### src/rtl/alu_issue_pkg.sv
// Shared types for the ALU issue unit: opcodes, flag bit positions and the
// response entry held in the response FIFO.
package alu_issue_pkg;

    typedef enum logic [3:0] {
        OP_ADD  = 4'd0,
        OP_SUB  = 4'd1,
        OP_AND  = 4'd2,
        OP_OR   = 4'd3,
        OP_XOR  = 4'd4,
        OP_NOTA = 4'd5,
        OP_NOTB = 4'd6,
        OP_SLL  = 4'd7,
        OP_SRL  = 4'd8,
        OP_SRA  = 4'd9
    } alu_op_e;

    localparam logic [3:0] ALU_OP_LAST = 4'd9;

    localparam int FLAG_ZERO  = 0;
    localparam int FLAG_CARRY = 1;
    localparam int FLAG_OVF   = 2;
    localparam int FLAG_NEG   = 3;

    // Widest tag the response entry can carry; narrower tags are zero-extended.
    localparam int TAG_W_MAX = 16;

    typedef struct packed {
        logic [31:0]          result;
        logic [3:0]           flags;
        logic                 err;
        logic [TAG_W_MAX-1:0] tag;
    } rsp_entry_t;

    function automatic logic op_illegal(input logic [3:0] op);
        return op > ALU_OP_LAST;
    endfunction

endpackage

### src/rtl/alu_issue_fifo.sv
// Generic first-word-fall-through FIFO; the head entry is always visible on dout.
module alu_issue_fifo #(
    parameter int  DEPTH   = 4,
    parameter type entry_t = logic [7:0],
    localparam int AW      = $clog2(DEPTH),
    localparam int CW      = AW + 1
) (
    input  logic          clk,
    input  logic          rst,
    input  logic          push,
    input  entry_t        din,
    input  logic          pop,
    output entry_t        dout,
    output logic          empty,
    output logic [CW-1:0] count
);

    entry_t          mem [DEPTH];
    logic [AW-1:0]   wr_ptr;
    logic [AW-1:0]   rd_ptr;
    logic            do_push;
    logic            do_pop;

    assign empty   = (count == '0);
    assign do_pop  = pop && !empty;
    assign do_push = push && (count != CW'(DEPTH));
    assign dout    = mem[rd_ptr];

    // Pointers are AW bits wide, so they wrap modulo DEPTH on their own.
    always_ff @(posedge clk or posedge rst) begin
        if (rst) begin
            wr_ptr <= '0;
            rd_ptr <= '0;
            count  <= '0;
            for (int i = 0; i < DEPTH; i++) begin
                mem[i] <= '0;
            end
        end else begin
            if (do_push) begin
                mem[wr_ptr] <= din;
                wr_ptr      <= wr_ptr + AW'(1);
            end
            if (do_pop) begin
                rd_ptr <= rd_ptr + AW'(1);
            end
            case ({do_push, do_pop})
                2'b10:   count <= count + CW'(1);
                2'b01:   count <= count - CW'(1);
                default: count <= count;
            endcase
        end
    end

endmodule

### src/rtl/alu_issue_unit.sv
// Issue stage in front of the shared 32-bit ALU with a credit-checked response FIFO.
// Optional operand chaining from the previous result: define ALU_ISSUE_CHAIN_EN.
module alu_issue_unit
    import alu_issue_pkg::*;
#(
    parameter int DEPTH = 4,
    parameter int TAG_W = 4
) (
    input  logic             clk,
    input  logic             rst,
    input  logic             cmd_valid,
    output logic             cmd_ready,
    input  logic [3:0]       cmd_op,
    input  logic [31:0]      cmd_a,
    input  logic [31:0]      cmd_b,
    input  logic [TAG_W-1:0] cmd_tag,
`ifdef ALU_ISSUE_CHAIN_EN
    input  logic             cmd_chain,
`endif
    output logic [31:0]      alu_a,
    output logic [31:0]      alu_b,
    output logic [3:0]       alu_op,
    input  logic [31:0]      alu_result,
    input  logic             alu_zero,
    input  logic             alu_carry,
    input  logic             alu_overflow,
    input  logic             alu_negative,
    output logic             rsp_valid,
    input  logic             rsp_ready,
    output logic [31:0]      rsp_result,
    output logic [3:0]       rsp_flags,
    output logic             rsp_err,
    output logic [TAG_W-1:0] rsp_tag,
    input  logic             sticky_clr,
    output logic             sticky_carry,
    output logic             sticky_ovf
);

    localparam int CW = $clog2(DEPTH) + 1;

    // Handshakes: a transfer happens on a rising edge where valid && ready;
    // ready never depends on valid, and the producer holds payload while valid && !ready.
    logic             accept;
    logic             issue_valid;
    logic             issue_err;
    logic [3:0]       issue_op;
    logic [31:0]      issue_a;
    logic [31:0]      issue_b;
    logic [TAG_W-1:0] issue_tag;
    logic [CW-1:0]    fifo_count;
    logic [CW-1:0]    occupancy;
    logic             fifo_empty;
    rsp_entry_t       push_entry;
    rsp_entry_t       head;
    logic             unused_head_tag;

    // Credit counts the op in flight so the FIFO can never be pushed while full.
    assign occupancy = fifo_count + CW'(issue_valid);
    assign cmd_ready = (occupancy < CW'(DEPTH));
    assign accept    = cmd_valid && cmd_ready;

    always_ff @(posedge clk or posedge rst) begin
        if (rst) begin
            issue_valid <= 1'b0;
            issue_err   <= 1'b0;
            issue_op    <= '0;
            issue_a     <= '0;
            issue_b     <= '0;
            issue_tag   <= '0;
        end else begin
            issue_valid <= accept;
            if (accept) begin
                issue_err <= op_illegal(cmd_op);
                issue_op  <= cmd_op;
                issue_a   <= cmd_a;
                issue_b   <= cmd_b;
                issue_tag <= cmd_tag;
            end
        end
    end

`ifdef ALU_ISSUE_CHAIN_EN
    logic        issue_chain;
    logic [31:0] last_result;

    always_ff @(posedge clk or posedge rst) begin
        if (rst) begin
            issue_chain <= 1'b0;
            last_result <= '0;
        end else begin
            if (accept) begin
                issue_chain <= cmd_chain;
            end
            if (issue_valid) begin
                last_result <= alu_result;
            end
        end
    end

    assign alu_a = issue_chain ? last_result : issue_a;
`else
    assign alu_a = issue_a;
`endif
    assign alu_b  = issue_b;
    assign alu_op = issue_op;

    always_comb begin
        push_entry                   = '0;
        push_entry.result            = alu_result;
        push_entry.flags[FLAG_ZERO]  = alu_zero;
        push_entry.flags[FLAG_CARRY] = alu_carry;
        push_entry.flags[FLAG_OVF]   = alu_overflow;
        push_entry.flags[FLAG_NEG]   = alu_negative;
        push_entry.err               = issue_err;
        push_entry.tag               = TAG_W_MAX'(issue_tag);
    end

    alu_issue_fifo #(
        .DEPTH   (DEPTH),
        .entry_t (rsp_entry_t)
    ) u_rsp_fifo (
        .clk   (clk),
        .rst   (rst),
        .push  (issue_valid),
        .din   (push_entry),
        .pop   (rsp_ready),
        .dout  (head),
        .empty (fifo_empty),
        .count (fifo_count)
    );

    assign rsp_valid       = !fifo_empty;
    assign rsp_result      = head.result;
    assign rsp_flags       = head.flags;
    assign rsp_err         = head.err;
    assign rsp_tag         = head.tag[TAG_W-1:0];
    assign unused_head_tag = ^head.tag;

    // A set arriving with a clear wins; illegal ops never touch sticky status.
    always_ff @(posedge clk or posedge rst) begin
        if (rst) begin
            sticky_carry <= 1'b0;
            sticky_ovf   <= 1'b0;
        end else begin
            sticky_carry <= (issue_valid && !issue_err && alu_carry)
                            || (sticky_carry && !sticky_clr);
            sticky_ovf   <= (issue_valid && !issue_err && alu_overflow)
                            || (sticky_ovf && !sticky_clr);
        end
    end

endmodule

### config.mk
export PLATFORM = sky130hd
export DESIGN_NAME = alu_issue_unit
export DESIGN_NICKNAME = d
export VERILOG_FILES = /design/src/rtl/alu_issue_pkg.sv /design/src/rtl/alu_issue_fifo.sv /design/src/rtl/alu_issue_unit.sv
export SDC_FILE = /design/constraint.sdc
export NUM_CORES = 1
export LEC_CHECK = 0
export ABC_AREA = 1
export BUFFER_PORTS_ARGS = -buffer_cell sky130_fd_sc_hd__buf_4
export CAP_MARGIN = 20
export CORE_MARGIN = 5
export CORE_UTILIZATION = 55
export CTS_BUF_LIST = sky130_fd_sc_hd__clkbuf_8
export CTS_CLUSTER_SIZE = 25
export DETAILED_ROUTE_END_ITERATION = 6
export PLACE_DENSITY = 0.8
export SYNTH_ARGS = -nofsm -noshare
export SYNTH_HDL_FRONTEND = slang
export SYNTH_SLANG_ARGS = --single-unit
### constraint.sdc
create_clock -name clk -period 9.4 [get_ports clk]
set_input_delay 1.88 -clock clk [delete_from_list [all_inputs] [get_ports clk]]
set_output_delay 1.88 -clock clk [all_outputs]
set_load 0.02 [all_outputs]
After elaboration in Yosys (flattened, before gate mapping). Index checks and enable logic that the tools add are counted.

Register bits: 295. Input bits: 113. Output and inout bits: 113. Word-level logic and storage cells: 65.

Add/sub/neg operators: 5. $lt $le $gt $ge: 5. Equality and inequality tests: 3. Mux-type cells: 7. Bitwise gates (word level): 2. Reduce and logical (&&, ||, !) cells: 16.

Operator list (number): $bwmux W212 (1); $mux W53 (3); $bmux W53 S2 (1); $demux W53 S2 (1); $logic_and A1 B1 Y1 (9); $ge A3 B3 Y1 const B (2); $not A2 Y3 (2); $pmux W3 S2 (1); $add A2 B1 Y2 const B (2); $gt A4 B4 Y1 const B (1); $add A3 B1 Y3 (1); $add A3 B1 Y3 const B (1); $logic_not A1 Y1 (3); $logic_not A3 Y1 (1); $lt A3 B1 Y1 const B (1); $lt A3 B3 Y1 const B (1); $ne A3 B3 Y1 const B (1); $sub A3 B1 Y3 const B (1); $eq A2 B1 Y1 const B (1); $eq A2 B2 Y1 const B (1); $logic_or A1 B1 Y1 (2); $reduce_bool A2 Y1 (1).

Longest topological paths before layout.
Word-level depth: 6. Mapped depth: 11. Mapped depth without buffers: 11.

Cells and area by module. From an unflattened synthesis, not the netlist that was laid out.

Cells, all modules: 1690. Area total of the unflattened synthesis: 13767.0 um^2.

By module, submodules not included: alu_issue_fifo (times used 1, cells each 1351, area each 10692.8 um^2, sequential area each 5480.3 um^2); alu_issue_unit (times used 1, cells each 339, area each 3074.2 um^2, sequential area each 1901.8 um^2).

Worst setup path after synthesis. OpenSTA, ideal clock, no wires.

Path kind: register -> output. From: reg u_rsp_fifo.rd_ptr[0]. To: out rsp_result[10]. Data arrival time: 1301 ps. Data required time: 7520 ps. Setup slack: 6219 ps. Cell stages (with the launch flop): 6. Path buffers: 2. Cell sequence: dfrtp_1 > inv_1 > buf_2 > clkbuf_1 > nor2_1 > o22ai_1.

Longest elaborated chain between the ends: 4.

RTL lines: from (decl) (line alu_issue_fifo.sv:20) `logic [AW-1:0] rd_ptr;`; from (signal assigned) (line alu_issue_fifo.sv:44) `rd_ptr <= rd_ptr + AW'(1);`; $not A2 Y3 (not written as such) (line alu_issue_fifo.sv:27) `assign dout = mem[rd_ptr];`; $bmux W53 S2 (line alu_issue_fifo.sv:27); $mux W53 (not written as such) (2 in a row) (line alu_issue_fifo.sv:27); to (decl) (line alu_issue_unit.sv:30) `output logic [31:0] rsp_result,`.

Every way passes these cells. The select of a mux whose other input is x is not followed.

Final worst setup path.
From: reg u_rsp_fifo.rd_ptr[0]. To: out rsp_result[19].

Same word-level chain as after synthesis.

==> run_results.csv <==
group,metric,value,unit
critical_path,start_kind,"flop",
synthesis,ys.flop_type,"dfrtp_1",
power_and_ir_drop,power_frac_seq,35.9,%
synthesis,syn_area,11030,um^2
floorplanning,core,19590,um^2
power_and_ir_drop,combinationalPowerShare,46.7,%
route,wirelength,27.29,mm
synthesis,synth_edf_count,0,
global_routing,grt_pass1_wl,44.46,mm
synthesis,avgSynthCellArea,9.374,um^2
clock_network,cts_setup_buffers,0,
power_and_ir_drop,p_switching,2.238,mW
route,dr.pass1.iters,5,
final_layout,fill_cells,1546,
synthesis,synth_cells,1177,
route,drt_iter0_markers,497,
power_and_ir_drop,ir_drop,187.7,uV
clock_network,cts_max_level,2,
run,drv_cap,0,
global_routing,track_usage,24.12,%
timing,fmax,226.5,MHz
synthesis,ys_seq_elements,247,
clock_network,clk_latency,540,ps
critical_path,required,7520,ps
timing,slew_headroom,30.40,%
clock_network,clkSlewWorstSetupHoldPaths,60,ps
synthesis,synth_top_area_cell,"dfrtp_1",
place,globalplace.congestion,0.8753,
route,drc,0,
floorplanning,dieArea,22990,um^2
clock_network,clock_sinks,247,
floorplanning,initial_core_util,56.32,%
power_and_ir_drop,switching_share,42.38,%
synthesis,synth_top_cell_area_share,56.02,%
clock_network,cts_root_buf,"clkbuf_8",
route,wire_per_inst,16.38,um
final_layout,num_antenna_cells,0,
worst_hold_path,hold_class,"flop to flop",
timing,final-hold-violation-count,0,
clock_network,cts-buffers-inserted,42,
timing,tightest_slew,1044,ps
power_and_ir_drop,p_clk_share,17.4,%
global_routing,grt_overflow,0,
clock_network,clk_path_buf_depth,3,
floorplanning,num_rows,51,
clock_network,cts.hold.buffers_added,0,
worst_hold_path,hold_start,"issue_tag[0]",
synthesis,yosysMostFrequentCell,"nand2_1",
critical_path,cp_max_fo,47,
timing,setup_viol,0,
floorplanning,die_h,151.6,um
timing,tns,0,ps
timing,fin_skew,19.84,ps
timing,maxSlewViolCount,0,
power_and_ir_drop,internal_power,3.043,mW
power_and_ir_drop,leakagePower,6.791,nW
place,dp_hpwl,17.02,mm
run_status,status,"complete, no violations",
synthesis,synthTopCellsByArea,"dfrtp_1 (56%), nand2_1 (9.6%), o21ai_2 (5.4%)",
route,vias,8919,
critical_path,cp.arrival,2530,ps
critical_path,path_class,"flop to output pin",
synthesis,synthArstFlopShare,100.0,%
critical_path,reg2reg_slack,7290,ps
critical_path,cp-end-kind,"output pin",
synthesis,synth_common_cells,"nand2_1 (282), dfrtp_1 (247), o21ai_1 (96)",
final_layout,syn_to_final_growth,21.24,%
global_routing,grt_max_degree,105,
timing,fin_crit,4414,ps
final_layout,layout-drive-gt1-share,29.55,%
synthesis,synthDistinctLibCells,26,
critical_path,timing.rr.start,"u_rsp_fifo.count[0]",
timing,finalCritPeriodShare,46.96,%
clock_network,cts_tree,"done",
timing,whs,470.3,ps
floorplanning,pin_count,226,
power_and_ir_drop,power_density,394.7,nW/um^2
synthesis,yosys_warnings,0,
global_routing,grt_pass1_vias,9005,
floorplanning,die_w,151.6,um
clock_network,cts-resized-gates,0,
timing,rsz0062_at_grt,"false",
synthesis,seq_area_frac_synth,56.02,%
global_routing,antenna_found_initial,1,
route,drt-vias-per-instance,5.354,
synthesis,syn_nets,1296,
place,io_buffers,225,
critical_path,startpoint,"u_rsp_fifo.rd_ptr[0]",
route,ant_nets,0,
final_layout,layout.nets,1494,
[cells by family (layout without fill, tap and decap cells)]
logic type	after synthesis	after routing	synth area share, %
simple gates	487	487	19.04
compound gates	293	293	16.11
flops	247	247	56.02
buf+inv	139	363	7.677
fa+ha+maj	6	6	0.7485
xor+xnor	5	5	0.3970
[stage by stage]
step / utilization, % / cell area (um^2) / cells / setup WS (ps) / total power, mW
2_1_floorplan: - / 11030 / 1177 / 733.4 / 3.552
3_3_place_gp: 63.83 / 12500 / 1593 / 5634 / 4.297
3_5_place_dp: 63.83 / 12500 / 1593 / 5579 / 4.371
4_1_cts: 67.90 / 13300 / 1663 / 4995 / 5.315
5_1_grt: 68.28 / 13380 / 1666 / 4802 / 5.667
6_report: 68.28 / 13380 / 1666 / 4986 / 5.280
[flip-flops by register name, indices dropped and copies added (netlist names)]
signal	count
u_rsp_fifo.mem	164
sticky_ovf	1
alu_b	32
sticky_carry	1
issue_valid	1
u_rsp_fifo.count	3
u_rsp_fifo.wr_ptr	2
u_rsp_fifo.rd_ptr	2
issue_tag	4
alu_op	4
alu_a	32
issue_err	1
[path summary, 6_finish.rpt]
path / end / depth (start not counted)
setup / recovery: rsp_result[19] / 5
hold / removal: issue_tag[0] / 2
setup reg to reg: u_rsp_fifo.mem[130] / 6
hold reg to reg: issue_tag[0] / 2
max in group asynchronous: u_rsp_fifo.rd_ptr[0] / 3
min in group asynchronous: u_rsp_fifo.mem[33] / 2
[routing by layer]
metal,GRT usage (%),vias to the layer above,wire (um)
met1,30.14,4284,10830
li1,-,4283,-
met4,8.266,2,766
met3,8.001,55,2412
met5,0,-,13
met2,39.65,295,13270
[area by class of cell]
cell class | count | area (um^2) | area share (%)
multi-input cells | 791 | 4013 | 30.00
inverters | 55 | 214.0 | 1.599
flip-flops and latches | 247 | 6182 | 46.22
clock buffers | 53 | 729.5 | 5.453
clock inverters | 17 | 67.56 | 0.5051
repair buffers | 238 | 1839 | 13.75
well taps | 265 | 331.6 | 2.479
[worst max-delay path, cell delays in order (launching register included)]
cell,delay [ps]
dfrtp_2,400
inv_2,440
buf_4,550
o21ai_0,170
o22ai_1,230
buf_4,190
[placed cells by master, fill, tap and decap left out, drive strengths merged]
master	Yosys	final
inv	55	69
o22ai	43	43
nand2	320	320
xor2	3	3
o21a	1	1
nand4	2	2
dfrtp	247	247
buf	53	238
nand3	81	81
o21ai	248	248
a21oi	1	1
ha	5	5
xnor2	2	2
fa	1	1
nand3b	1	1
nor2	83	83
clkinv	0	3
clkbuf	31	53
[power groups by stage]
| stage | clock, mW | sequential [mW] | combinational (mW) |
|---|---|---|---|
| after floorplan | 0 | 2.01 | 1.55 |
| after global placement | 0 | 1.88 | 2.41 |
| after detailed placement | 0 | 1.89 | 2.48 |
| after CTS | 0.936 | 1.89 | 2.49 |
| after global routing | 0.980 | 1.96 | 2.73 |
| final | 0.917 | 1.90 | 2.47 |
(Power assumes the default switching activity.)
